## src/rtl/button_conditioner.sv

```systemverilog
// button_conditioner: input conditioning for raw push-buttons and switches.
// Each channel is brought into the clk_100MHz domain through two flops.
// A per-channel stability counter then debounces it, and the block produces
// a clean level plus registered one-cycle rise/fall strobes.
//
// Ports:
//   clk_100MHz  in   system clock, the only clock
//   reset       in   synchronous, active-high reset
//   btn_raw     in   [NUM_BTNS]  asynchronous raw inputs
//   btn_level   out  [NUM_BTNS]  debounced level
//   btn_rise    out  [NUM_BTNS]  one-cycle strobe on an accepted 0->1
//   btn_fall    out  [NUM_BTNS]  one-cycle strobe on an accepted 1->0
//   btn_long    out  [NUM_BTNS]  one-cycle long-press strobe
//
// Optional feature macro: LONG_PRESS_EN.
//   When the macro is defined, each channel has a hold counter. btn_long
//   pulses once HOLD_CYCLES cycles after btn_rise, provided the level stays
//   high for that whole time.
//   When the macro is undefined, btn_long is tied to 0 and no hold logic is
//   built.
//
// Latency: if s1 first captures a new stable value on edge k, btn_level and
// its strobe update on edge k+1+DEBOUNCE_CYCLES.
// Backpressure: none. The outputs are free-running.

module button_conditioner #(
  parameter int NUM_BTNS        = 3,
  parameter int DEBOUNCE_CYCLES = 1000000,
  parameter int HOLD_CYCLES     = 100000000
) (
  input  logic                clk_100MHz,
  input  logic                reset,
  input  logic [NUM_BTNS-1:0] btn_raw,
  output logic [NUM_BTNS-1:0] btn_level,
  output logic [NUM_BTNS-1:0] btn_rise,
  output logic [NUM_BTNS-1:0] btn_fall,
  output logic [NUM_BTNS-1:0] btn_long
);

  // The counter only has to reach DEBOUNCE_CYCLES-1. The terminal compare
  // therefore fires before the counter could wrap.
  localparam int                CNT_W    = $clog2(DEBOUNCE_CYCLES);
  localparam logic [CNT_W-1:0]  CNT_LAST = CNT_W'(DEBOUNCE_CYCLES - 1);

  // Parameter legality checks, evaluated at elaboration.
  if (DEBOUNCE_CYCLES < 2) begin : g_bad_debounce
    $error("button_conditioner: DEBOUNCE_CYCLES must be >= 2");
  end
  if (HOLD_CYCLES < 1) begin : g_bad_hold
    $error("button_conditioner: HOLD_CYCLES must be >= 1");
  end

  // --------------------------------------------------------------------
  // Two-flop synchronizer. No logic sits between s1 and s2, and only s2
  // is allowed to feed the debounce logic.
  // --------------------------------------------------------------------
  logic [NUM_BTNS-1:0] s1;
  logic [NUM_BTNS-1:0] s2;

  always_ff @(posedge clk_100MHz) begin
    if (reset) begin
      s1 <= '0;
      s2 <= '0;
    end else begin
      s1 <= btn_raw;
      s2 <= s1;
    end
  end

  // --------------------------------------------------------------------
  // Per-channel debounce and optional long-press detection
  // --------------------------------------------------------------------
  for (genvar ch = 0; ch < NUM_BTNS; ch++) begin : g_chan
    logic [CNT_W-1:0] cnt;
    logic             level_q;
    logic             rise_q;
    logic             fall_q;

    // The counter measures how long s2 has disagreed with the accepted
    // level without a break. A single agreeing cycle throws away the
    // partial count, so bounces shorter than DEBOUNCE_CYCLES never reach
    // the outputs.
    always_ff @(posedge clk_100MHz) begin
      if (reset) begin
        cnt     <= '0;
        level_q <= 1'b0;
        rise_q  <= 1'b0;
        fall_q  <= 1'b0;
      end else begin
        rise_q <= 1'b0;
        fall_q <= 1'b0;
        if (s2[ch] == level_q) begin
          cnt <= '0;
        end else if (cnt == CNT_LAST) begin
          // Accept the new level. Only one of rise/fall can fire here.
          level_q <= s2[ch];
          cnt     <= '0;
          rise_q  <= s2[ch];
          fall_q  <= ~s2[ch];
        end else begin
          cnt <= cnt + 1'b1;
        end
      end
    end

    assign btn_level[ch] = level_q;
    assign btn_rise[ch]  = rise_q;
    assign btn_fall[ch]  = fall_q;

`ifdef LONG_PRESS_EN
    localparam int               HOLD_W   = $clog2(HOLD_CYCLES + 1);
    localparam logic [HOLD_W-1:0] HOLD_MAX = HOLD_W'(HOLD_CYCLES);

    logic [HOLD_W-1:0] hold_cnt;
    logic              fired;
    logic              long_q;

    // The hold counter runs while the accepted level is high and saturates
    // at HOLD_MAX. The strobe fires on the edge where the counter reaches
    // HOLD_MAX. Because level_q is already high in the cycle after the
    // rise edge, that is exactly HOLD_CYCLES cycles after btn_rise.
    // The fired flag makes the strobe one-shot per press.
    always_ff @(posedge clk_100MHz) begin
      if (reset) begin
        hold_cnt <= '0;
        fired    <= 1'b0;
        long_q   <= 1'b0;
      end else begin
        long_q <= 1'b0;
        if (!level_q) begin
          hold_cnt <= '0;
          fired    <= 1'b0;
        end else if (hold_cnt != HOLD_MAX) begin
          hold_cnt <= hold_cnt + 1'b1;
          if ((hold_cnt == HOLD_MAX - 1'b1) && !fired) begin
            long_q <= 1'b1;
            fired  <= 1'b1;
          end
        end
      end
    end

    assign btn_long[ch] = long_q;
`else
    assign btn_long[ch] = 1'b0;
`endif
  end

endmodule

```

## config.mk

```make
export PLATFORM = sky130hd
export DESIGN_NAME = button_conditioner
export DESIGN_NICKNAME = d
export VERILOG_FILES = /design/src/rtl/button_conditioner.sv
export SDC_FILE = /design/constraint.sdc
export NUM_CORES = 1
export LEC_CHECK = 0
export CORE_MARGIN = 10
export CORE_UTILIZATION = 60
export DETAILED_ROUTE_END_ITERATION = 16
export DONT_BUFFER_PORTS = 1
export GPL_ROUTABILITY_DRIVEN = 1
export PLACE_DENSITY = 0.79
export SYNTH_ARGS = -nofsm -noshare
export SYNTH_HDL_FRONTEND = slang
export SYNTH_SLANG_ARGS = --single-unit
```

## constraint.sdc

```tcl
create_clock -name clk_100MHz -period 2.4 [get_ports clk_100MHz]
set_clock_uncertainty 0.05 [all_clocks]
set_input_delay 0.48 -clock clk_100MHz [delete_from_list [all_inputs] [get_ports clk_100MHz]]
set_output_delay 0.48 -clock clk_100MHz [all_outputs]
set_load 0.02 [all_outputs]
```

==> impl_metrics.py <==
metrics = {
    "cts": {
        "cts_buffers": 9,
        "cts-root-buf": "clkbuf_8",
        "hold_buffers": 0,
        "post_cts_buffers": 0,
        "cts_tree": "done",
        "cts_max_path_buffers": 2,
        "insertion_delay_ns": 0.35,
        "htreeDepth": 3,
        "path_clk_slew_ns": 0.08,
        "cts_resized": 0,
        "cts_sinks": 75,
    },
    "flow_run": {
        "maxCapViolations": 0,
    },
    "detailed_routing": {
        "ant_nets": 0,
        "dr_total_vias": 2708,
        "via_per_inst": 5.887,
        "top_layer": "met4",
        "wirelength_met1_um": 3015,
        "routed-wl-met2_um": 3113,
        "firstDrtPassIters": 4,
        "drc": 0,
        "wirelength_um": 6692,
        "post_drt_wl_per_cell_um": 14.55,
        "wl_met3_um": 435,
        "drt-initial-drc-count": 131,
    },
    "pwr": {
        "vdd_drop_max_uv": 424.0,
        "p_leak_nw": 1.052,
        "p_per_area_nw_per_um2": 669.8,
    },
    "worst_hold_path": {
        "min_path_type": "input port to flip-flop",
    },
    "place": {
        "dp_hpwl_um": 4607,
        "place.gp.congestion": 0.8355,
        "io_buffers": 0,
    },
    "global_route": {
        "grt_max_degree": 20,
        "track_usage_pct": 15.24,
        "antenna_found_initial": 1,
        "grt_pass1_vias": 2472,
        "gr-total-overflow": 0,
        "grt_pass1_wl_um": 11070,
    },
    "logic_synthesis": {
        "synth.avg_cell_area_um2": 8.852,
        "synth-async-reset-ratio_pct": 0,
        "synth.most_common_cell": "dfxtp_1",
        "synth_area_leaders": "dfxtp_1, xnor2_1, nand3_1",
        "synth_top_area_cell": "dfxtp_1",
        "ys_warn_count": 0,
        "synthTopCellsByCount": "dfxtp_1, nor2_1, nand3_1",
        "ys_ff_latch": 75,
        "ys.flop_type": "dfxtp_1",
        "ys_seq_area_share_pct": 43.94,
        "synthCells": 386,
        "synth_top_area_share_pct": 43.94,
        "netlist_area_um2": 3417,
        "ys_types": 37,
        "synth_edf_count": 0,
    },
    "worst_setup_path": {
        "slowest_delay_ns": 0.59,
        "start_kind": "flip-flop",
        "crit_family": "simple AND/OR/NAND/NOR gates",
        "cp.arrival_ns": 2.35,
        "crit_chain": "or4b_1 -> or4_4 -> o21ai_4 -> buf_4 -> nor2_1",
        "cp-end-kind": "flip-flop",
        "r2r_slack_ns": 0.24,
        "cpMaxStageDelayCell": "or4b_1",
        "path_class": "flip-flop to flip-flop",
        "crit_path_max_fanout": 19,
        "crit_buf_inv": 1,
        "cp.required_ns": 2.59,
    },
    "status": {
        "status": "complete, no violations",
    },
    "sta": {
        "fmax_ghz": 0.4624,
        "rsz0062_at_grt": "false",
        "finalHoldViolations": 0,
        "fin_crit_sh_pct": 90.10,
        "hold_ws_ns": 0.1336,
        "slew_violations": 0,
        "fin_crit_ns": 2.162,
        "finalSetupTns_ns": 0,
        "setup_viol": 0,
    },
    "floorplan": {
        "die-area_um2": 9114,
        "io_pins": 17,
        "die_y_um": 95.47,
        "core_um2": 5507,
        "initial_core_util_pct": 62.05,
        "row_count": 27,
        "die-width_um": 95.47,
    },
    "finish": {
        "drive_above_1_share_pct": 10.85,
        "num-nets-final": 390,
        "syn2layout_area_growth_pct": 6.701,
    },
}
## cells in the final DEF (no fill, tap or decap), types with 4 or more instances in the layout
master | Yosys | layout
a21oi_1 | 27 | 27
and3_1 | 7 | 7
clkbuf_8 | 0 | 9
dfxtp_1 | 75 | 75
inv_1 | 7 | 7
nand2_1 | 22 | 22
nand2b_1 | 4 | 4
nand3_1 | 32 | 32
nand4_1 | 10 | 10
nor2_1 | 37 | 37
nor2_2 | 10 | 10
nor2b_1 | 6 | 6
nor3_1 | 11 | 11
nor4_1 | 8 | 8
o21ai_0 | 14 | 14
o31ai_1 | 9 | 9
or3_1 | 13 | 13
or4_1 | 15 | 15
xnor2_1 | 20 | 20
xor2_1 | 13 | 13
## layer usage
layer | track usage, % | vias up
li1 | - | 1370
met1 | 17.63 | 1267
met2 | 24.66 | 59
met3 | 5.342 | 12
met4 | 7.371 | 0
met5 | 0 | -
## registers in the layout, indices dropped and copies added, names as in the netlist
signal and cells:
g_chan.cnt 60, g_chan.fall_q 3, g_chan.level_q 3, g_chan.rise_q 3, s1 3, s2 3
## where the power goes
part | switching [mW] | internal (mW)
clock network | 0.469 | 0.693
logic | 0.0169 | 0.00913
registers | 0.00455 | 1.25
## stage by stage
step | worst slack (ns) | utilization (%) | total power [mW] | cell area, µm² | instances
final | 0.2376 | 66.21 | 2.442 | 3646 | 460
after global routing | 0.1465 | 66.21 | 2.519 | 3646 | 460
after detailed placement | 0.2912 | 61.83 | 1.309 | 3405 | 443
after floorplan | 0.3565 | - | 1.312 | 3425 | 388
after global placement | 0.3550 | 61.83 | 1.309 | 3405 | 443
after CTS | 0.2563 | 66.17 | 2.460 | 3643 | 459
## cell families (layout without fill, tap and decap cells)
group / count (synthesis) / in the layout / share of synthesized area (%)
simple gates: 192 / 192 / 31.49
flops: 75 / 75 / 43.94
compound gates: 54 / 54 / 9.667
xor+xnor: 33 / 33 / 8.459
fa+ha+maj: 3 / 3 / 1.099
other cells: 1 / 4 / 0.1097
buf+inv: 28 / 27 / 5.236
## path summary, 6_finish.rpt
kind,from,endpoint,depth (start not counted)
setup / recovery,g_chan[2].cnt[6],g_chan[2].cnt[8],5
hold / removal,reset,s2[0],1
setup reg to reg,g_chan[2].cnt[6],g_chan[2].cnt[8],5
hold reg to reg,s1[2],s2[2],1
## layout make-up
class,instances,area (µm²)
sequential,75,1501
multi-input combinational,285,1744
inverter,7,26.28
timing repair buffer,4,42.54
clock inverter,6,111.4
tap,72,90.09
fill,434,1861
antenna,1,2.502
clock buffer,10,127.6
(Power assumes the default switching activity.)
